$ cat config.mk
export PLATFORM = sky130hd
export DESIGN_NAME = sm_add_acc_pipe_flat
export DESIGN_NICKNAME = d
export VERILOG_FILES = /design/src/rtl/sm_add_acc_pipe_if.sv /design/src/rtl/sm_add_acc_pipe.sv /design/src/flat_wrapper.sv
export SDC_FILE = /design/constraint.sdc
export NUM_CORES = 1
export LEC_CHECK = 0
export ABC_AREA = 1
export CAP_MARGIN = 5
export CORE_MARGIN = 2
export CORE_UTILIZATION = 45
export CTS_CLUSTER_DIAMETER = 40
export CTS_CLUSTER_SIZE = 14
export DETAILED_ROUTE_END_ITERATION = 12
export GPL_ROUTABILITY_DRIVEN = 0
export GPL_TIMING_DRIVEN = 0
export PLACE_DENSITY_LB_ADDON = 0.05
export SLEW_MARGIN = 20
export SYNTH_ARGS = -nofsm -noshare
export SYNTH_HDL_FRONTEND = slang
export SYNTH_SLANG_ARGS = --single-unit
$ cat constraint.sdc
create_clock -name clk -period 6.3 [get_ports clk]
set_input_delay 0.945 -clock clk [delete_from_list [all_inputs] [get_ports clk]]
set_output_delay 0.945 -clock clk [all_outputs]
set_load 0.1 [all_outputs]
$ cat src/rtl/sm_add_acc_pipe_if.sv
// Operand/result bundle for the sign-magnitude adder/accumulator.
// master drives operands and controls; slave (the datapath) returns results.
interface sm_add_acc_pipe_if #(
  parameter int W = 4
);
  logic         in_valid;
  logic [W-1:0] a;
  logic [W-1:0] b;
  logic         mode;
  logic         acc_clr;
  logic         out_valid;
  logic [W-1:0] sum;
  logic         ovf;
  logic         ovf_sticky;
  logic [W-1:0] acc;

  modport master (
    output in_valid, a, b, mode, acc_clr,
    input  out_valid, sum, ovf, ovf_sticky, acc
  );

  modport slave (
    input  in_valid, a, b, mode, acc_clr,
    output out_valid, sum, ovf, ovf_sticky, acc
  );
endinterface

$ cat src/rtl/sm_add_acc_pipe.sv
// Pipelined sign-magnitude adder/accumulator with overflow zero/saturate policy.
// Latency 2 cycles, 1 op/cycle, no backpressure: every valid input is accepted.
module sm_add_acc_pipe #(
  parameter int W   = 4,
  parameter bit SAT = 1'b0
) (
  input  logic             clk,
  input  logic             reset,
  sm_add_acc_pipe_if.slave io
);
  localparam int MW = W - 1;

  logic          v1_q, v1_d;
  logic [W-1:0]  a1_q, a1_d;
  logic [W-1:0]  b1_q, b1_d;
  logic          mode1_q, mode1_d;
  logic          out_valid_q, out_valid_d;
  logic [W-1:0]  sum_q, sum_d;
  logic          ovf_q, ovf_d;
  logic          ovf_sticky_q, ovf_sticky_d;
  logic [W-1:0]  acc_q, acc_d;

  logic [W-1:0]  x;
  logic [MW-1:0] ma, mx, mag;
  logic [W-1:0]  mag_sum;
  logic          sa, sx, sgn, res_ovf;
  logic [W-1:0]  res;

  // Stage-2 arithmetic; reads acc_q directly so back-to-back accumulates see the latest value.
  always_comb begin
    x       = mode1_q ? acc_q : b1_q;
    sa      = a1_q[W-1];
    sx      = x[W-1];
    ma      = a1_q[MW-1:0];
    mx      = x[MW-1:0];
    mag_sum = {1'b0, ma} + {1'b0, mx};
    mag     = '0;
    sgn     = sa;
    res_ovf = 1'b0;
    res     = '0;
    if (sa == sx) begin
      mag     = mag_sum[MW-1:0];
      res_ovf = mag_sum[W-1];
    end else if (ma >= mx) begin
      mag = ma - mx;
    end else begin
      mag = mx - ma;
      sgn = sx;
    end
    // Zero magnitude always leaves as +0, which also absorbs -0 inputs.
    if (res_ovf) begin
      res = SAT ? {sgn, {MW{1'b1}}} : '0;
    end else if (mag != '0) begin
      res = {sgn, mag};
    end
  end

  always_comb begin
    v1_d         = io.in_valid;
    a1_d         = io.a;
    b1_d         = io.b;
    mode1_d      = io.mode;
    out_valid_d  = v1_q;
    sum_d        = sum_q;
    ovf_d        = ovf_q;
    acc_d        = acc_q;
    ovf_sticky_d = ovf_sticky_q;
    if (v1_q) begin
      sum_d = res;
      ovf_d = res_ovf;
      if (mode1_q) acc_d = res;
      if (res_ovf) ovf_sticky_d = 1'b1;
    end
    // Clear wins over a completing accumulate; the result itself is still reported.
    if (io.acc_clr) begin
      acc_d        = '0;
      ovf_sticky_d = 1'b0;
    end
  end

  always_ff @(posedge clk) begin
    if (reset) begin
      v1_q         <= 1'b0;
      a1_q         <= '0;
      b1_q         <= '0;
      mode1_q      <= 1'b0;
      out_valid_q  <= 1'b0;
      sum_q        <= '0;
      ovf_q        <= 1'b0;
      ovf_sticky_q <= 1'b0;
      acc_q        <= '0;
    end else begin
      v1_q         <= v1_d;
      a1_q         <= a1_d;
      b1_q         <= b1_d;
      mode1_q      <= mode1_d;
      out_valid_q  <= out_valid_d;
      sum_q        <= sum_d;
      ovf_q        <= ovf_d;
      ovf_sticky_q <= ovf_sticky_d;
      acc_q        <= acc_d;
    end
  end

  assign io.out_valid  = out_valid_q;
  assign io.sum        = sum_q;
  assign io.ovf        = ovf_q;
  assign io.ovf_sticky = ovf_sticky_q;
  assign io.acc        = acc_q;
endmodule
$ cat src/flat_wrapper.sv
// flat-port wrapper written by rule: the top's interface ports become plain ports
module sm_add_acc_pipe_flat 
#(
  parameter int W   = 4,
  parameter bit SAT = 1'b0
)
  (clk, reset, io_in_valid, io_a, io_b, io_mode, io_acc_clr, io_out_valid, io_sum, io_ovf, io_ovf_sticky, io_acc);
  sm_add_acc_pipe_if #(.W(W)) io_i ();
  input  logic clk;
  input  logic reset;
  input wire logic [$bits(io_i.in_valid)-1:0] io_in_valid;
  input wire logic [$bits(io_i.a)-1:0] io_a;
  input wire logic [$bits(io_i.b)-1:0] io_b;
  input wire logic [$bits(io_i.mode)-1:0] io_mode;
  input wire logic [$bits(io_i.acc_clr)-1:0] io_acc_clr;
  output wire logic [$bits(io_i.out_valid)-1:0] io_out_valid;
  output wire logic [$bits(io_i.sum)-1:0] io_sum;
  output wire logic [$bits(io_i.ovf)-1:0] io_ovf;
  output wire logic [$bits(io_i.ovf_sticky)-1:0] io_ovf_sticky;
  output wire logic [$bits(io_i.acc)-1:0] io_acc;
  assign io_i.in_valid = io_in_valid;
  assign io_i.a = io_a;
  assign io_i.b = io_b;
  assign io_i.mode = io_mode;
  assign io_i.acc_clr = io_acc_clr;
  assign io_out_valid = io_i.out_valid;
  assign io_sum = io_i.sum;
  assign io_ovf = io_i.ovf;
  assign io_ovf_sticky = io_i.ovf_sticky;
  assign io_acc = io_i.acc;
  sm_add_acc_pipe #(.W(W), .SAT(SAT)) u_core (.clk(clk), .reset(reset), .io(io_i));
endmodule
==> flow_summary.ini, run 1 <==
[worst_setup_path]
arrival_ns = 1.84
crit_family = buffers and inverters
ff2ff_path_depth = 15
cp.required_ns = 5.35
slowest_delay_ns = 1.15
cp-end-kind = output pin
path_cells = clkdlybuf4s50_1
cp_max_fo = 4
path_buf_inv = 1
crit_type = flop to output pin
cp-start-kind = flop
cp.depth = 1
cp_slowest_cell = clkdlybuf4s50_1

[synthesis]
synthCells = 148
synth.area.top_cells = dfxtp_1, inv_1, ha_1, nand2_1, fa_1
synth_nets = 172
yosysTopAreaCell = dfxtp_1
synth_cell_types = 19
ys_seq_elements = 21
synthDominantCellAreaShare = 0.375
syn_area_um2 = 1120
avgSynthCellArea_um2 = 7.58
ys_seq_area_frac = 0.375
yosysWarnings = 0

[clock_tree]
cts_buffer_depth = 2
cts_root_buf = clkbuf_4
cts_tree = done
post_cts_buffers = 0
postCtsHoldBufs = 0
htreeDepth = 1
path_clk_slew_ns = 0.11
post_cts_resized = 0
clk_latency_ns = 0.30
cts.sinks = 21
cts_inserted_buffers = 3

[finish]
layout-drive-gt1-share = 0.120
postLayoutCoreUtil = 0.588
n_antenna_cell = 0
syn_to_final_growth_pct = 26.2
nets = 200
fill_cells = 235

[global_routing]
grt_pass1_wl_um = 3540
grt_pass1_vias = 870
grt_antenna_before_repair = 0
grtUsageMet3 = 0.0417
grt_use_met2 = 0.303
use_met1 = 0.201
grt_max_degree = 12
groute.usage.overall = 0.169
busiest_layer = met2
grt_overflow = 0

[run_status]
outcome = completed

[die]
rows = 18
dieWidth_um = 53.9
core-area_um2 = 2410
ios = 24
die_y_um = 53.9
die_area_um2 = 2910
initial_core_util = 0.466

[sta]
fin_tns_setup_ns = 0
hold_slack_ns = 0.464
rsz0062_at_grt = false
setup_viol = 0
tightest_slew_ns = 0.965
slew_headroom = 0.355
period_share = 0.442
finalClockSkew_ns = 0.00225
period_needed_ns = 2.78
fmax_ghz = 0.359
final-hold-violation-count = 0
maxSlewViolCount = 0

[routing]
drc_errors = 0
wire_per_inst_um = 10.1
routed_wl_um = 2070
drtPass1Iterations = 4
via_per_inst = 4.62
ant_nets = 0
drtIter0Drc = 7
vias = 947

[power_and_ir_drop]
ir_drop_uv = 157
p_per_area_nw_per_um2 = 209
leakage_nw = 0.697

[hold_path]
hp-class = flop to flop
whs_path_depth = 2

[placement]
portBuffers = 23
dp_hpwl_um = 1740

[job]
maxCapViolations = 0
## flip-flops by register name, summed over array words and instances (netlist names)
signal	flops
u_core.a1_q	4
u_core.b1_q	4
u_core.io.acc	4
u_core.io.out_valid	1
u_core.io.ovf	1
u_core.io.ovf_sticky	1
u_core.io.sum	4
u_core.mode1_q	1
u_core.out_valid_d	1
## layout by cell type, fill, tap and decap left out
cell,netlist,routed
inv_1,29,29
clkdlybuf4s50_1,0,23
nand2_1,22,22
dfxtp_1,21,21
nor2_1,13,13
o21ai_0,12,12
a21oi_1,10,10
nand2_2,8,8
ha_1,8,8
nand3_1,7,7
inv_2,3,3
or2_2,3,3
clkbuf_1,2,3
fa_1,3,3
clkbuf_4,0,3
nand3_2,2,2
buf_4,1,1
a21boi_0,1,1
a21oi_4,1,1
xnor2_1,1,1
xor2_1,1,1
## worst reg2reg max path: stages (launching register included)
cell and delay [ns]:
dfxtp_1 0.45, inv_2 0.09, or2_2 0.27, o21ai_0 0.20
inv_1 0.22, fa_1 0.45, inv_1 0.06, nand2_1 0.04
nand2_1 0.06, nand3_1 0.07, nand2_1 0.07, nand2_1 0.06
nand2_1 0.06, nand3_1 0.07, nand2_1 0.10, a21oi_1 0.07
## report_power, final
part           leakage (nW)  switching (W)   total, W  internal, W
Clock                0.0150      0.0000383  0.0000629    0.0000247
Combinational         0.509      0.0000583  0.0000910    0.0000326
Sequential            0.173     0.00000388   0.000143     0.000139
## stage by stage
stage | area [um^2] | power (W) | instances | setup WS (ns)
finish | 1420 | 0.000297 | 205 | 3.52
global placement | 1390 | 0.000235 | 201 | 3.85
detailed placement | 1390 | 0.000237 | 201 | 3.84
floorplan | 1120 | 0.000213 | 148 | 3.72
global route | 1420 | 0.000316 | 205 | 3.45
CTS | 1420 | 0.000299 | 205 | 3.50
## synthesized netlist by cell type
cell type  number
xor2_1          1
a21oi_1        10
ha_1            8
a21oi_4         1
nor2_1         13
nand3_1         7
dfxtp_1        21
fa_1            3
or2_2           3
nand2_1        22
inv_1          29
clkbuf_1        2
o21ai_0        12
buf_4           1
nand2_2         8
a21boi_0        1
nand3_2         2
xnor2_1         1
inv_2           3
## path summary, 6_finish.rpt
kind / slack (ns) / startpoint / end
setup / recovery: 3.52 / u_core.io.acc[3] / io_acc[3]
hold / removal: 0.46 / u_core.io.ovf_sticky / u_core.io.ovf_sticky
setup reg to reg: 3.85 / u_core.mode1_q / u_core.io.sum[3]
hold reg to reg: 0.46 / u_core.io.ovf_sticky / u_core.io.ovf_sticky
## layout make-up
type / instances / area [um^2] / area share
Multi-Input combinational cell: 92 / 567 / 0.400
Sequential cell: 21 / 420 / 0.297
Timing Repair Buffer: 23 / 230 / 0.163
Inverter: 32 / 120 / 0.0848
Tap cell: 30 / 37.5 / 0.0265
Clock buffer: 4 / 26.3 / 0.0186
Buffer: 3 / 15.0 / 0.0106
## cell families (layout without fill, tap and decap cells)
| logic type | Yosys count | in the layout | share of synthesized area |
|---|---|---|---|
| adders and majority gates | 11 | 11 | 0.143 |
| AOI/OAI and AO/OA | 24 | 24 | 0.119 |
| and+or+nand+nor | 55 | 55 | 0.227 |
| buffers and inverters | 35 | 62 | 0.120 |
| xor gates and xnor gates | 2 | 2 | 0.0156 |
| DFF | 21 | 21 | 0.375 |
## layer usage
layer	routed length [um]	up-vias
met5	0	-
met4	26	0
met3	82	5
met2	1040	18
met1	916	424
li1	-	500
(Power assumes the default switching activity.)
==> run 2: changes to the inputs <==
Settings changed: CORE_UTILIZATION 45 to 44.
Clock period 6.3 ns to 2.56 ns, I/O delays scaled along.
==> flow_summary.ini, run 2 (synthesis gave the netlist of run 1 again) <==
[hold_path]
min_from = u_core.io.ovf_sticky
hp-class = flop to flop
hold_path_end = u_core.io.ovf_sticky
whs_path_depth = 2

[finish]
n_antenna_cell = 0
final_cell_mix = inv_1, clkdlybuf4s50_1, nand2_1
layout-drive-gt1-share = 0.137
syn_to_final_growth_pct = 26.5
final_common_cell = inv_1
finalInstanceArea_um2 = 1420
fill_cells = 235
nets = 200

[routing]
wire_per_inst_um = 10.7
vias = 932
drtPass1Iterations = 4
drc_errors = 0
routed_wl_um = 2200
ant_nets = 0
drtIter0Drc = 8
via_per_inst = 4.55

[die]
rows = 18
die_y_um = 54.5
dieWidth_um = 54.5
die_area_um2 = 2970
initial_core_util = 0.457
core-area_um2 = 2450
ios = 24

[global_routing]
grt_pass1_vias = 899
grt_overflow = 0
grt_antenna_before_repair = 0
grt_max_degree = 13
grt_pass1_wl_um = 3820
groute.usage.overall = 0.177

[worst_setup_path]
cp_max_fo = 7
r2r-end = u_core.io.sum[3]
crit_path_start = u_core.mode1_q
cp-start-kind = flop
arrival_ns = 2.53
ff2ff_path_depth = 15
r2r-start = u_core.mode1_q
cp-end-kind = flop
cp.required_ns = 2.75
rrSetupSlack_ns = 0.23
crit_type = flop to flop

[power_and_ir_drop]
p_per_area_nw_per_um2 = 519
ir_drop_uv = 371
leakage_nw = 0.701

[sta]
tightest_slew_ns = 0.982
slew_headroom = 0.343
setup_viol = 0
maxSlewViolCount = 0
period_needed_ns = 2.33
fin_tns_setup_ns = 0
finalClockSkew_ns = 0.00423
fmax_ghz = 0.429
rsz0062_at_grt = false
period_share = 0.911
final-hold-violation-count = 0

[clock_tree]
cts.sinks = 21
cts_tree = done
clk_latency_ns = 0.30
path_clk_slew_ns = 0.12
htreeDepth = 1
cts_buffer_depth = 2
cts_root_buf = clkbuf_4
post_cts_buffers = 0
cts_inserted_buffers = 3

[placement]
portBuffers = 23
dpl_cell_area_um2 = 1390
dp_hpwl_um = 1760

[run_status]
outcome = completed

[job]
maxCapViolations = 0
run 2: worst max path at each step:
stage	to	slack, ns
2_1_floorplan	u_core.io.sum[3]	0.1
3_3_place_gp	u_core.io.sum[3]	0.15
3_5_place_dp	u_core.io.sum[3]	0.13
4_1_cts	u_core.io.sum[3]	0.14
5_1_grt	u_core.io.sum[3]	0.008
6_report	u_core.io.sum[3]	0.23
run 2: layer usage:
metal | wire [um] | vias up | global-route usage
li1 | - | 503 | -
met1 | 1100 | 407 | 0.239
met2 | 1000 | 20 | 0.285
met3 | 78 | 2 | 0.0355
met4 | 15 | 0 | 0.0500
met5 | 0 | - | 0
run 2: worst max-delay path: stages (launching register included):
cell and delay [ns]:
dfxtp_2 0.41, inv_2 0.08, or2_2 0.26, o21ai_0 0.18
inv_1 0.22, fa_1 0.45, inv_1 0.07, nand2_1 0.05
nand2_1 0.06, nand3_1 0.07, nand2_1 0.07, nand2_1 0.06
nand2_1 0.06, nand3_1 0.06, nand2_1 0.09, a21oi_1 0.06
run 2: layout make-up:
type / count / area [um^2] / area share
clock buffers: 3 / 22.5 / 0.0159
inverters: 32 / 120 / 0.0846
repair buffers: 23 / 230 / 0.162
plain buffers: 3 / 15.0 / 0.0106
multi-input cells: 92 / 567 / 0.399
well taps: 30 / 37.5 / 0.0264
flip-flops and latches: 21 / 423 / 0.298
clock inverters: 1 / 5.00 / 0.00352
run 2: report_power, final:
part	total, W	switching, W	internal (W)
sequential	0.000352	0.00000988	0.000342
combinational	0.000226	0.000146	0.0000804
clock	0.000160	0.000102	0.0000582
total	0.000738	0.000257	0.000481
run 2: timing repair:
action,4_1_cts,5_1_grt
setup endpoints to repair,0,4
hold buffers,0,0
gates resized for setup,0,1
run 2: through the flow:
step	utilization	worst slack (ns)	hold WS, ns	instances	total power (W)
global placement	0.567	0.150	0.448	201	0.000578
detailed placement	0.567	0.133	0.460	201	0.000583
floorplan	-	0.0980	0.453	148	0.000523
finish	0.578	0.227	0.472	205	0.000738
CTS	0.578	0.139	0.478	205	0.000747
global route	0.578	0.00770	0.498	205	0.000789
